## src/rtl/wb_stage.sv

```systemverilog
// -----------------------------------------------------------------------------
// wb_stage
//   Registered MEM/WB pipeline stage and writeback unit. It aligns and extends
//   sub-word loads, selects one of four writeback sources, and registers the
//   result together with the register-file write controls. The stage supports
//   stall and flush, flags misaligned loads, and counts retired register writes.
//
// Parameters
//   DATA_W  datapath width (32 or 64)
//   REG_AW  register address width
//   CNT_W   retire counter width
//   LO_W    byte-offset width, derived from DATA_W
//
// Ports
//   clk              in   rising-edge clock
//   rst_n            in   synchronous active-low reset, clears every output
//   stall            in   hold the pipeline register
//   flush            in   load a bubble
//   in_valid         in   memory stage holds a real instruction
//   in_reg_write     in   instruction writes a register
//   in_wb_sel        in   0=ALU 1=load 2=PC+4 3=immediate
//   in_mem_size      in   0=byte 1=half 2=word 3=double
//   in_mem_unsigned  in   1=zero-extend load, 0=sign-extend
//   in_addr_lo       in   low address bits of the load
//   in_alu_result, in_mem_rdata, in_pc_plus4, in_imm   in  source operands
//   in_write_reg     in   destination register
//   wb_valid         out  registered entry is real
//   wb_reg_write     out  register-file write enable
//   wb_write_reg     out  register-file write address
//   wb_data          out  register-file write data / forwarding value
//   misalign_err     out  registered entry was a misaligned load
//   retire_count     out  number of committed register writes (wraps)
// -----------------------------------------------------------------------------
module wb_stage #(
    parameter int DATA_W = 32,
    parameter int REG_AW = 5,
    parameter int CNT_W  = 32,
    localparam int LO_W  = $clog2(DATA_W / 8)
) (
    input  logic              clk,
    input  logic              rst_n,
    input  logic              stall,
    input  logic              flush,
    input  logic              in_valid,
    input  logic              in_reg_write,
    input  logic [1:0]        in_wb_sel,
    input  logic [1:0]        in_mem_size,
    input  logic              in_mem_unsigned,
    input  logic [LO_W-1:0]   in_addr_lo,
    input  logic [DATA_W-1:0] in_alu_result,
    input  logic [DATA_W-1:0] in_mem_rdata,
    input  logic [DATA_W-1:0] in_pc_plus4,
    input  logic [DATA_W-1:0] in_imm,
    input  logic [REG_AW-1:0] in_write_reg,
    output logic              wb_valid,
    output logic              wb_reg_write,
    output logic [REG_AW-1:0] wb_write_reg,
    output logic [DATA_W-1:0] wb_data,
    output logic              misalign_err,
    output logic [CNT_W-1:0]  retire_count
);

    // Byte offset of the selected lane: the address rounded down to the
    // access size. Word on a 32-bit bus and double always start at byte 0.
    function automatic logic [LO_W-1:0] lane_offset(input logic [LO_W-1:0] lo,
                                                     input logic [1:0]      size);
        case (size)
            2'd0:    return lo;
            2'd1:    return lo & ~LO_W'(1);
            2'd2:    return lo & ~LO_W'(3);
            default: return '0;
        endcase
    endfunction

    // A double access on a 32-bit bus can never be aligned.
    function automatic logic is_misaligned(input logic [LO_W-1:0] lo,
                                           input logic [1:0]      size);
        case (size)
            2'd0:    return 1'b0;
            2'd1:    return lo[0];
            2'd2:    return |(lo & LO_W'(3));
            default: return (DATA_W == 32) ? 1'b1 : |lo;
        endcase
    endfunction

    // Right-justified field extended to DATA_W: push the field to the top of
    // the word, then shift it back arithmetically or logically.
    function automatic logic [DATA_W-1:0] extend_load(input logic [DATA_W-1:0] field,
                                                      input logic [1:0]        size,
                                                      input logic              uns);
        int unsigned              sh;
        logic [DATA_W-1:0]        up;
        logic signed [DATA_W-1:0] sup;
        case (size)
            2'd0:    sh = DATA_W - 8;
            2'd1:    sh = DATA_W - 16;
            2'd2:    sh = DATA_W - 32;
            default: sh = 0;
        endcase
        up  = field << sh;
        sup = up;
        return uns ? (up >> sh) : $unsigned(sup >>> sh);
    endfunction

    logic [LO_W+2:0]   w_shift;
    logic [DATA_W-1:0] w_field;
    logic [DATA_W-1:0] w_load;
    logic              w_misalign;
    logic [DATA_W-1:0] w_next_data;
    logic              w_next_rw;
    logic              w_load_en;

    logic              r_valid;
    logic              r_reg_write;
    logic [REG_AW-1:0] r_write_reg;
    logic [DATA_W-1:0] r_data;
    logic              r_misalign;
    logic [CNT_W-1:0]  r_retire_cnt;

    assign w_shift    = {lane_offset(in_addr_lo, in_mem_size), 3'b000};
    assign w_field    = in_mem_rdata >> w_shift;
    assign w_load     = extend_load(w_field, in_mem_size, in_mem_unsigned);
    assign w_misalign = (in_wb_sel == 2'd1) && is_misaligned(in_addr_lo, in_mem_size);

    always_comb begin
        w_next_data = in_alu_result;
        case (in_wb_sel)
            2'd0:    w_next_data = in_alu_result;
            2'd1:    w_next_data = w_load;
            2'd2:    w_next_data = in_pc_plus4;
            default: w_next_data = in_imm;
        endcase
    end

    // r0 is hard-wired zero, so writes to it never reach the register file.
    assign w_next_rw = in_valid && in_reg_write && (in_write_reg != '0) && !w_misalign;
    assign w_load_en = !flush && !stall;

    // ---- MEM/WB pipeline register ----
    always_ff @(posedge clk) begin
        if (!rst_n) begin
            r_valid      <= 1'b0;
            r_reg_write  <= 1'b0;
            r_write_reg  <= '0;
            r_data       <= '0;
            r_misalign   <= 1'b0;
            r_retire_cnt <= '0;
        end else if (flush) begin
            r_valid      <= 1'b0;
            r_reg_write  <= 1'b0;
            r_write_reg  <= '0;
            r_data       <= '0;
            r_misalign   <= 1'b0;
        end else if (w_load_en) begin
            r_valid      <= in_valid;
            r_reg_write  <= w_next_rw;
            r_write_reg  <= in_write_reg;
            r_data       <= w_next_data;
            r_misalign   <= in_valid && w_misalign;
            // Counted only on the loading edge, so a held entry retires once.
            if (w_next_rw) begin
                r_retire_cnt <= r_retire_cnt + CNT_W'(1);
            end
        end
    end

    assign wb_valid     = r_valid;
    assign wb_reg_write = r_reg_write;
    assign wb_write_reg = r_write_reg;
    assign wb_data      = r_data;
    assign misalign_err = r_misalign;
    assign retire_count = r_retire_cnt;

endmodule

```

## config.mk

```make
export PLATFORM = sky130hd
export DESIGN_NAME = wb_stage
export DESIGN_NICKNAME = d
export VERILOG_FILES = /design/src/rtl/wb_stage.sv
export SDC_FILE = /design/constraint.sdc
export NUM_CORES = 1
export LEC_CHECK = 0
export ABC_AREA = 1
export ABC_CLOCK_PERIOD_IN_PS = 1620
export CAP_MARGIN = 20
export CORE_MARGIN = 8
export CORE_UTILIZATION = 30
export DETAILED_ROUTE_END_ITERATION = 7
export PLACE_DENSITY = 0.67
export RECOVER_POWER = 100
export SLEW_MARGIN = 20
export SYNTH_ARGS = -nofsm -noshare
export SYNTH_HDL_FRONTEND = slang
export SYNTH_SLANG_ARGS = --single-unit
export TNS_END_PERCENT = 5
```

## constraint.sdc

```tcl
create_clock -name clk -period 1.62 [get_ports clk]
set_input_delay 0.162 -clock clk [delete_from_list [all_inputs] [get_ports clk]]
set_output_delay 0.162 -clock clk [all_outputs]
set_load 0.02 [all_outputs]
```

# [Yosys cells after proc, flatten, opt, wreduce, memory -nomap -nowiden]
# Index checks and enable logic that the tools add are counted.
[word_totals] ff_bits=72 latch_bits=0 ramBits=0 mem_bits_ro=0 in_bits=146 output_inout_bits=72 wordCells=37 n_memories=0
[op_classes] addsub=1 multipliers=0 div=0 order_cmp=0 eq_ne=4 shift=4 n_mux=5 bitwise=2 n_reduce_logical=15
[ops] op="$pmux W32 S3" n=1
[ops] op="$add A32 B1 Y32 const B" n=1
[ops] op="$mux W32" n=1
[ops] op="$shl A32 B32 Y32" n=1
[ops] op="$shr A32 B32 Y32" n=1
[ops] op="$shr A32 B5 Y32" n=1
[ops] op="$sshr A32 B32 Y32" n=1
[ops] op="$pmux W5 S2" n=1
[ops] op="$logic_and A1 B1 Y1" n=6
[ops] op="$reduce_bool A5 Y1" n=1
[ops] op="$eq A2 B1 Y1 const B" n=2
[ops] op="$eq A2 B2 Y1 const B" n=2
[ops] op="$logic_not A2 Y1" n=2
[ops] op="$pmux W2 S2" n=1
[ops] op="$reduce_or A2 Y1" n=2
[ops] op="$logic_not A1 Y1" n=3
[ops] op="$pmux W1 S3" n=1
[ops] op="$reduce_and A3 Y1" n=1
[ops] op="$not A1 Y1" n=2

# [Longest topological paths before layout]
[logic_depth] word_depth=7 ltp_mapped=14

# [Worst setup path after synthesis]
# No wires, ideal clock.
[synth_path] path_kind="register -> register" from="register r_retire_cnt[0] (netlist: retire_count[0])" to="register r_retire_cnt[28] (netlist: retire_count[28])" arrival_ns=1.761 slack_ns=-0.210 stages_incl_launch_ff=9 path_buffers=0 path_cell_list="dfxtp_1 ha_1 inv_1 nor3_1 inv_2 nor4_1 xor2_1 nand2_1 a21oi_1"
[synth_between] elab_chain_len=1
[synth_lines] item="start: declaration" line_no="118" rtl="logic [CNT_W-1:0] r_retire_cnt;"
[synth_lines] item="start signal: assignment" line_no="162" rtl="r_retire_cnt <= r_retire_cnt + CNT_W'(1);"
[synth_lines] item="$add A32 B1 Y32" line_no="162"
# Every way passes these cells.
# A chain may end at the register's enable or synchronous reset.

# [Final worst setup path]
[layout_path] from="input in_wb_sel[0]" to="register r_retire_cnt[15] (netlist: retire_count[15])"
[layout_between] elab_chain_len=5
[layout_lines] item="start: declaration" line_no="46" rtl="input logic [1:0] in_wb_sel,"
[layout_lines] item="$eq A2 B1 Y1" line_no="123" rtl="assign w_misalign = (in_wb_sel == 2'd1) && is_misaligned(in_addr_lo, in_mem_size);"
[layout_lines] item="$logic_and A1 B1 Y1" line_no="123"
[layout_lines] item="$logic_not A1 Y1" line_no="136" rtl="assign w_next_rw = in_valid && in_reg_write && (in_write_reg != '0) && !w_misalign;"
[layout_lines] item="$logic_and A1 B1 Y1" line_no="136"
[layout_lines] item="$reduce_and A3 Y1 (no line)"
# Every way passes these cells.

==> impl_metrics.py <==
metrics = {
    "hold_path": {
        "hp-class": "input port to flop",
    },
    "grt": {
        "busiest_layer": "met2",
        "gr-usage-met1_pct": 28.2,
        "met2_usage_pct": 34.7,
        "track_usage_pct": 21.7,
        "grt_pass1_wl_um": 34100,
        "grt_antenna_before_repair": 1,
        "grt.met3_usage_pct": 4.73,
        "grt_pass1_vias": 6189,
        "grt_max_degree": 61,
        "grt.overflow.total": 0,
    },
    "clocking": {
        "clkTransAtPathRegs_ns": 0.06,
        "ctsRootBufferMaster": "clkbuf_16",
        "cts_sinks": 72,
        "cts_inserted_buffers": 9,
        "cts_tree": "yes",
        "worstSkewPairLatency_ns": 0.35,
        "clk_path_buf_depth": 2,
        "cts_max_level": 3,
    },
    "synthesis": {
        "synth.distinct_cells": 42,
        "netlist_area_sq_um": 4770,
        "seq_area_frac_synth_pct": 30.2,
        "postSynthCellCount": 762,
        "synth_largest_type_area_fraction_pct": 30.2,
        "synth_seq_cells": 72,
        "yosysWarningCount": 0,
        "synth_area_leader_cell": "dfxtp_1",
        "syn_nets": 909,
        "syn_avg_cell_area_sq_um": 6.26,
        "synthTopCellsByArea": "dfxtp_1 30%, nand2_1 19%, a21oi_1 7.8%, nor2_1 6.1%, a221oi_1 4.6%",
    },
    "finish": {
        "antennaDiodeCount": 0,
        "drive_above_1_share_pct": 23.5,
        "post-route-util_pct": 55.9,
        "final_nets": 1239,
        "syn_to_final_growth_pct": 84.2,
        "fillers": 1532,
        "stdcell_count": 1313,
    },
    "placement": {
        "portBuffers": 217,
        "placed_cells": 1296,
        "gp_congestion": 0.951,
        "place_hpwl_um": 18000,
    },
    "detailed_routing": {
        "drc_errors": 0,
        "wl_per_cell_um": 17.1,
        "vias": 6313,
        "dr.pass1.iters": 5,
        "antenna_left": 0,
        "drtIter0Drc": 363,
        "finalWirelength_um": 22400,
        "vias_per_cell": 4.81,
    },
    "sta": {
        "period_share_pct": 99.6,
        "finalHoldViolCount": 0,
        "setup-violations-final": 0,
        "slew_violations": 0,
        "fin_skew_ns": 0.00311,
        "relSlewSlack_pct": 58.5,
        "rsz0062_at_grt": "yes",
        "period_needed_ns": 1.61,
        "max_freq_ghz": 0.620,
        "worstMarginPinSlew_ns": 0.623,
    },
    "worst_setup_path": {
        "cp_data_required_time_ns": 1.84,
        "crit_path_start_kind": "input port",
        "critPathArrivalTime_ns": 1.84,
        "path_class": "input port to flop",
        "path_max_fanout": 17,
        "critPathCaptureType": "flop",
    },
    "floorplan": {
        "initial_core_util_pct": 30.3,
        "dieWidth_um": 142,
        "core_sq_um": 15700,
        "die_h_um": 142,
        "rows": 46,
        "die-area_sq_um": 20200,
        "io_pins": 218,
    },
    "pwr": {
        "clkPwrFrac_pct": 39.1,
        "p_comb_share_pct": 25.0,
        "pwr-share-seq_pct": 35.9,
        "p_sw_mw": 1.51,
        "powerDensity_nw_per_um2": 574,
        "p_int_mw": 3.53,
        "vdd_drop_max_mv": 0.519,
        "swShare_pct": 29.9,
        "p_leak_nw": 3.78,
    },
    "status": {
        "status": "completed",
    },
    "job": {
        "drv_cap": 0,
    },
}
-- routing by layer --
layer | vias up | part of all wire [%]
met3 | 26 | 6.2
met5 | - | 0.036
met2 | 188 | 47
li1 | 3213 | -
met1 | 2884 | 45
met4 | 2 | 1.9
-- cell usage after synthesis --
library cell and n:
clkbuf_1 22, a21oi_2 1, or2_2 4, buf_6 2
a221oi_1 25, o21ai_0 32, a21o_1 4, clkinv_1 1
inv_2 7, nor2_1 77, a21oi_1 74, inv_1 41
o2111ai_1 1, nand3_1 33, buf_1 3, nor4_4 1
nor2_2 2, o21bai_2 1, nor2_8 1, nor3_1 13
nand2_2 3, dfxtp_1 72, a211oi_1 2, nand2_1 247
nand3b_1 5, xor2_1 17, xnor2_1 5, o22ai_1 1
o211ai_1 8, nor3b_1 1, nand3_2 1, o221ai_1 2
nor4_1 8, ha_1 1, inv_6 1, buf_2 12
nor3_2 1, nand2_4 2, o21ai_1 14, nand4_1 10
buf_4 3, o31ai_1 1
-- critical path, cell delays in order --
cell,delay (ns)
clkdlybuf4s50_1,0.50
inv_2,0.06
nor2_2,0.16
nand2_1,0.09
a21oi_2,0.21
nor4_4,0.07
buf_4,0.16
buf_4,0.20
a21oi_1,0.17
nor3b_1,0.07
-- through the flow --
step                worst slack (ns)  power, mW  cell area (sq um)  hold slack [ns]  TNS, ns
finish                       0.00601       5.04               8780            0.406        0
global route                 -0.0908       5.27               8780            0.433   -0.866
CTS                          -0.0714       5.05               8490            0.406  -0.0948
detailed placement            -0.571       3.06               8160            0.452   -22.51
global placement              -0.447       3.06               8160            0.451   -20.34
floorplan                     0.0235       2.32               4770            0.282        0
-- power groups by stage --
stage	logic [mW]	registers (mW)	clock network (mW)
after global placement	1.21	1.85	0
after detailed placement	1.21	1.85	0
after global routing	1.36	1.81	2.11
after CTS	1.22	1.81	2.02
final	1.26	1.81	1.97
after floorplan	0.438	1.88	0
-- what timing repair did --
item                                    CTS  global route
resized for setup                        34            81
pin swaps                                 0            13
endpoints found under the setup margin   44            66
buffers inserted                          0             1
hold buffers                              0             0
-- layout by cell type (no fill, tap or decap), types with 3 or more instances in the layout --
master / Yosys / final
or2_2: 4 / 4
xnor2_1: 5 / 5
inv_2: 7 / 9
dfxtp_1: 72 / 55
dlygate4sd2_1: 0 / 14
xor2_1: 17 / 17
nor3_4: 0 / 6
dfxtp_2: 0 / 15
clkbuf_16: 0 / 9
buf_12: 0 / 5
clkinvlp_4: 0 / 3
a21oi_1: 74 / 73
a221oi_2: 0 / 9
nor2_2: 2 / 12
a21o_1: 4 / 4
nand2_1: 247 / 243
o21ai_0: 32 / 26
buf_4: 3 / 139
a221oi_1: 25 / 16
nor4_2: 0 / 3
inv_6: 1 / 4
nor3_2: 1 / 6
dlymetal6s2s_1: 0 / 10
o211ai_1: 8 / 8
nor2_1: 77 / 65
o21ai_1: 14 / 18
nand3_2: 1 / 5
nand4_1: 10 / 10
nand3_1: 33 / 28
nand3b_1: 5 / 5
clkdlybuf4s50_1: 0 / 189
nand2_2: 3 / 7
buf_6: 2 / 4
inv_1: 41 / 39
nor4_1: 8 / 4
-- final timing paths --
path	startpoint	endpoint	slack [ns]	cells past startpoint
max	in_wb_sel[0]	retire_count[15]	0.006	10
min	in_wb_sel[1]	misalign_err	0.41	6
max reg2reg	retire_count[6]	retire_count[15]	0.006	8
min reg2reg	wb_write_reg[3]	wb_write_reg[3]	0.46	2
-- kinds of logic (layout without fill, tap and decap cells) --
| group | Yosys count | in the layout | share of synthesized area, % |
|---|---|---|---|
| AOI/OAI and AO/OA | 166 | 166 | 20.7 |
| buffers and inverters | 92 | 427 | 8.22 |
| DFF | 72 | 72 | 30.2 |
| adders and majority gates | 1 | 1 | 0.262 |
| and+or+nand+nor | 409 | 409 | 36.6 |
| xor gates and xnor gates | 22 | 22 | 4.04 |
-- cell type report --
class                      instances  area [sq um]  area share [%]
sequential                        72          1470            16.7
multi-input combinational        598          3240            36.9
timing repair buffer             361          3330            37.9
tap                              216           270            3.08
clock inverter                     7          60.1           0.684
inverter                          50           193            2.19
clock buffer                       9           225            2.56
Note: power is estimated with default switching activity, not from simulation.
